`config.mk`:
```
export PLATFORM = sky130hd
export DESIGN_NAME = uart_rx_collector
export DESIGN_NICKNAME = d
export VERILOG_FILES = /design/src/rtl/uart_rx_collector.sv
export SDC_FILE = /design/constraint.sdc
export NUM_CORES = 1
export LEC_CHECK = 0
export CORE_UTILIZATION = 45
export CTS_CLUSTER_DIAMETER = 50
export DETAILED_ROUTE_END_ITERATION = 10
export SYNTH_ARGS = -nofsm -noshare
export SYNTH_HDL_FRONTEND = slang
export SYNTH_SLANG_ARGS = --single-unit
export TNS_END_PERCENT = 100
```
`constraint.sdc`:
```
create_clock -name clk -period 3 [get_ports clk]
set_clock_uncertainty 0.15 [all_clocks]
set_input_delay 0.45 -clock clk [delete_from_list [all_inputs] [get_ports clk]]
set_output_delay 0.45 -clock clk [all_outputs]
set_load 0.02 [all_outputs]
```
`src/rtl/uart_rx_collector.sv`:
```
// rtl/uart_rx_collector.sv - UART byte receiver feeding a 4-entry FIFO drained by a PCI-side reader
//
// Ports:
//   clk       - single clock, rising edge
//   rst       - asynchronous active-high reset
//   rx        - asynchronous UART line, idle high
//   state     - PCI transaction state, 3'd0 = idle; bytes are offered only when idle
//   rd        - pop the head byte (honoured only while valid)
//   data      - FIFO head byte
//   valid     - FIFO non-empty and PCI idle
//   workload  - number of bits sampled so far in the current frame (0..9)
//   frame_err - one-cycle pulse when a stop bit samples low
//   overrun   - one-cycle pulse when a good byte is dropped on a full FIFO
module uart_rx_collector #(
  parameter int CLKS_PER_BIT = 16,
  parameter int FIFO_DEPTH   = 4
) (
  input  logic       clk,
  input  logic       rst,
  input  logic       rx,
  input  logic [2:0] state,
  input  logic       rd,
  output logic [7:0] data,
  output logic       valid,
  output logic [5:0] workload,
  output logic       frame_err,
  output logic       overrun
);

  localparam logic [9:0] FULL_LAST = 10'(CLKS_PER_BIT - 1);
  localparam logic [9:0] HALF_LAST = 10'(CLKS_PER_BIT / 2 - 1);

  typedef enum logic [1:0] {IDLE, START, DATA, STOP} fsm_t;

  fsm_t       fsm;
  logic       sync1, rxs, rxs_d;
  logic [9:0] cnt;
  logic [2:0] bit_idx;
  logic [7:0] shreg;
  logic [3:0] wl;

  logic [7:0] mem [FIFO_DEPTH];
  logic [1:0] wp, rp;
  logic [2:0] count;
  logic       push, pop, full, accept;

  // Two-flop synchroniser plus a delayed copy for falling-edge detection.
  // Reset to 1 so that releasing reset never looks like a start edge.
  always_ff @(posedge clk or posedge rst) begin
    if (rst) begin
      sync1 <= 1'b1;
      rxs   <= 1'b1;
      rxs_d <= 1'b1;
    end else begin
      sync1 <= rx;
      rxs   <= sync1;
      rxs_d <= rxs;
    end
  end

  always_ff @(posedge clk or posedge rst) begin
    if (rst) begin
      fsm       <= IDLE;
      cnt       <= '0;
      bit_idx   <= '0;
      shreg     <= '0;
      wl        <= '0;
      frame_err <= 1'b0;
    end else begin
      frame_err <= 1'b0;
      case (fsm)
        IDLE: begin
          wl      <= '0;
          cnt     <= '0;
          bit_idx <= '0;
          // A true 1->0 transition is required; a line held low does not re-arm.
          if (rxs_d && !rxs) fsm <= START;
        end
        START: begin
          if (cnt == HALF_LAST) begin
            cnt <= '0;
            if (!rxs) begin
              fsm <= DATA;
              wl  <= 4'd1;
            end else begin
              fsm <= IDLE;
            end
          end else begin
            cnt <= cnt + 10'd1;
          end
        end
        DATA: begin
          if (cnt == FULL_LAST) begin
            cnt     <= '0;
            shreg   <= {rxs, shreg[7:1]};
            wl      <= wl + 4'd1;
            bit_idx <= bit_idx + 3'd1;
            if (bit_idx == 3'd7) fsm <= STOP;
          end else begin
            cnt <= cnt + 10'd1;
          end
        end
        STOP: begin
          if (cnt == FULL_LAST) begin
            cnt <= '0;
            wl  <= '0;
            fsm <= IDLE;
            if (!rxs) frame_err <= 1'b1;
          end else begin
            cnt <= cnt + 10'd1;
          end
        end
        default: fsm <= IDLE;
      endcase
    end
  end

  assign workload = {2'b00, wl};

  // shreg already holds all eight data bits by the time the stop bit is sampled.
  assign push   = (fsm == STOP) && (cnt == FULL_LAST) && rxs;
  assign valid  = (count != 3'd0) && (state == 3'd0);
  assign pop    = rd && valid;
  assign full   = (count == 3'(FIFO_DEPTH));
  // A simultaneous pop frees the slot, so a push into a full FIFO still lands.
  assign accept = push && (!full || pop);
  assign data   = mem[rp];

  always_ff @(posedge clk or posedge rst) begin
    if (rst) begin
      wp      <= '0;
      rp      <= '0;
      count   <= '0;
      overrun <= 1'b0;
      for (int i = 0; i < FIFO_DEPTH; i++) mem[i] <= '0;
    end else begin
      overrun <= push && full && !pop;
      if (accept) begin
        mem[wp] <= shreg;
        wp      <= wp + 2'd1;
      end
      if (pop) rp <= rp + 2'd1;
      case ({accept, pop})
        2'b10:   count <= count + 3'd1;
        2'b01:   count <= count - 3'd1;
        default: count <= count;
      endcase
    end
  end

endmodule

```
==> results.toml <==
[run_status]
status = "complete, no violations"

[worst_setup_path]
worstSetupEndpointType = "register"
cp.required_ns = 3.07
r2r_slack_ns = 0.21
path_max_fanout = 6
r2r_start = "cnt[5]"
critPathSlowestCell = "or4_4"
cp_slowest_stage_delay_ns = 0.59
crit_start = "cnt[5]"
rr_worst_depth = 10
reg2reg_to = "count[2]"
start_kind = "register"
path_cells = "or4_4, or2_2, nor4b_4, inv_1, ha_1, inv_1, fa_1, xor2_1, nor2_1, xnor2_1"
cpMostUsedCell = "inv_1"
cp_data_arrival_time_ns = 2.86
timing.critical_path.to = "count[2]"
path_class = "register to register"

[sta]
finalCritPeriodShare_pct = 92.9
clock.fmax_mhz = 359
finalSetupViolations = 0
fin_tns_setup_ns = 0
whs_ns = 0.206
finalHoldViolCount = 0
min_period_ns = 2.79
rsz0062_at_grt = "false"
fin_ws_ns = 0.214
slew_violations = 0

[power]
p_sw_share_pct = 28.0
ir_worst_vdd_uv = 269
power_frac_clock_pct = 36.7
p_leak_nw = 1.85
seqPwrFrac_pct = 46.2
power_frac_comb_pct = 17.1
p_int_mw = 1.71
power.switching_uw = 664
power.density_nw_per_um2 = 597

[route]
drt_pass1_iterations = 4
vias_per_cell = 5.20
wl_per_cell_um = 15.1
drtAntennaViolNets = 0
vias = 2064
route.detailed.drc = 0
drt_wl_total_um = 5980
initialDrtViolationCount = 63

[synthesis]
avgSynthCellArea_um2 = 12.9
syn_inst = 262
yosys_warnings = 0
synth_area_um2 = 3370
synth-seq-cells = 71
synthArstFlopShare_pct = 100
synth-seq-area-share_pct = 52.9
synth_cell_types = 46
synth_edf_count = 0
ys.flop_type = "dfrtp_1"

[cts]
worstSkewPairLatency_ns = 0.34
numCtsBuffers = 9
cts_buffer_depth = 2
htree_levels = 3
cts_tree = "yes"
clk_pin_slew_ns = 0.07
clk_root_buffer_cell = "clkbuf_8"
cts.hold.buffers_added = 0
clock-sinks = 71

[finish]
nFillCells = 632
final_util_pct = 54.8
diodes = 0
final_area_um2 = 3980
synthToLayoutAreaGrowth_pct = 18.0
drive_above_1_share_pct = 29.2
nNetsFinal = 314

[global_route]
grt_start_max_net_pins = 72
antenna_found_initial = 0
grtUsageTotal_pct = 17.3
grt_overflow = 0
grt_pass1_vias = 1986
grt_pass1_wl_um = 9900

[placed_design]
gp_congestion = 0.777
port_buffers = 21
dp_hpwl_um = 3760
dp_slack_ns = 0.0914
place_area_um2 = 3730

[floorplan]
core-area_um2 = 7250
rows = 31
ios = 24
floorplan.initialDensity_pct = 46.4
die_h_um = 88.5
dieArea_um2 = 7830
die_w_um = 88.5

[min_path]
hold_path_class = "register to register"
holdPathStages = 0

[job]
maxCapViolations = 0
flip-flops by register name, summed over array words and instances (netlist names), named ones only:
register,cells
cnt,10
wl,4
frame_err,1
mem,32
rxs_d,1
shreg,8
overrun,1
rp,2
wp,2
fsm,1
rxs,1
count,3
bit_idx,3
sync1,1
through the flow:
| step | power [mW] | cells |
|---|---|---|
| after floorplan | 1.40 | 263 |
| after global placement | 1.52 | 380 |
| after detailed placement | 1.52 | 380 |
| after CTS | 2.40 | 396 |
| after global routing | 2.50 | 397 |
| final | 2.37 | 397 |
critical path, delay by kind of cell, from the launching register on:
family	cells	cell delay [ns]
xor+xnor	2	0.28
fa+ha+maj	2	0.39
buf+inv	2	0.14
flops	1	0.45
simple gates	4	1.27
synth_stat cells (2+ instances only):
master | instances | area (um2)
nand3_1 | 10 | 50.1
clkbuf_1 | 3 | 11.3
mux2i_1 | 2 | 20.0
o21ai_0 | 8 | 40.0
inv_1 | 14 | 52.6
nor4_2 | 2 | 25.0
or3_1 | 2 | 12.5
dfrtp_1 | 68 | 1700
nor2_1 | 14 | 52.6
xnor2_1 | 9 | 78.8
and3_1 | 6 | 37.5
nand2_1 | 12 | 45.0
xor2_1 | 5 | 43.8
a21oi_1 | 2 | 10.0
nor4_1 | 2 | 12.5
or2_2 | 2 | 12.5
mux4_2 | 8 | 180
or4_1 | 3 | 22.5
buf_4 | 2 | 15.0
a31oi_1 | 2 | 12.5
buf_2 | 6 | 30.0
nor3_1 | 3 | 15.0
ha_1 | 13 | 163
dfstp_2 | 3 | 78.8
mux2_2 | 40 | 450
power by group through the flow:
stage	Clock, mW	Sequential (mW)	Combinational [mW]
final	0.869	1.10	0.406
after global routing	0.933	1.11	0.459
after CTS	0.895	1.10	0.409
after detailed placement	0	1.11	0.407
after global placement	0	1.11	0.403
after floorplan	0	1.08	0.323
cells by family after synthesis:
kind of cell	synth area share, %
xor+xnor	3.64
simple gates	10.8
buf+inv	3.34
mux	19.3
fa+ha+maj	5.42
other cells	0.111
flops	52.9
compound gates	4.50
what timing repair did:
item                                    4_1_cts  5_1_grt
buffers inserted                              0        1
endpoints found under the setup margin        0        2
gates resized for setup                       0        2
per-layer routing:
layer	up-vias	routed length, um	share of wire (%)	track usage [%]
met4	0	113	1.9	8.36
met2	38	2710	45	25.5
met1	1029	3010	50	24.5
li1	988	-	-	-
met3	9	140	2.3	3.36
met5	-	0	0	0
cell usage in the layout (no fill, tap or decap), drive strengths merged, types with 2 or more instances in the layout:
| master | instances |
|---|---|
| buf | 10 |
| clkinvlp | 2 |
| nand3 | 10 |
| xor2 | 5 |
| xnor2 | 9 |
| and3 | 6 |
| a21oi | 2 |
| conb | 2 |
| nor2 | 14 |
| mux2 | 40 |
| o21ai | 8 |
| nor3 | 3 |
| dfstp | 3 |
| inv | 14 |
| clkdlybuf4s50 | 21 |
| nand2 | 12 |
| ha | 13 |
| or4 | 4 |
| clkbuf | 11 |
| a31oi | 2 |
| or3 | 2 |
| nor4 | 4 |
| mux2i | 2 |
| or2 | 2 |
| mux4 | 8 |
| dfrtp | 68 |
| bufinv | 2 |
worst min-delay path by stage:
| stage | start | to | slack, ns |
|---|---|---|---|
| after floorplan | sync1 | rxs | 0.20 |
| after global placement | sync1 | rxs | 0.20 |
| after detailed placement | sync1 | rxs | 0.20 |
| after CTS | sync1 | rxs | 0.21 |
| after global routing | sync1 | rxs | 0.21 |
| final | sync1 | rxs | 0.21 |
final cells by class:
cell class	instances	area [um2]	area share, %
clock inverters	5	80.1	2.01
inverters	14	52.6	1.32
multi-input cells	166	1490	37.4
flip-flops and latches	71	1780	44.8
clock buffers	11	151	3.81
well taps	99	124	3.12
repair buffers	31	298	7.49
No activity file was read; power rests on OpenSTA's default activity.
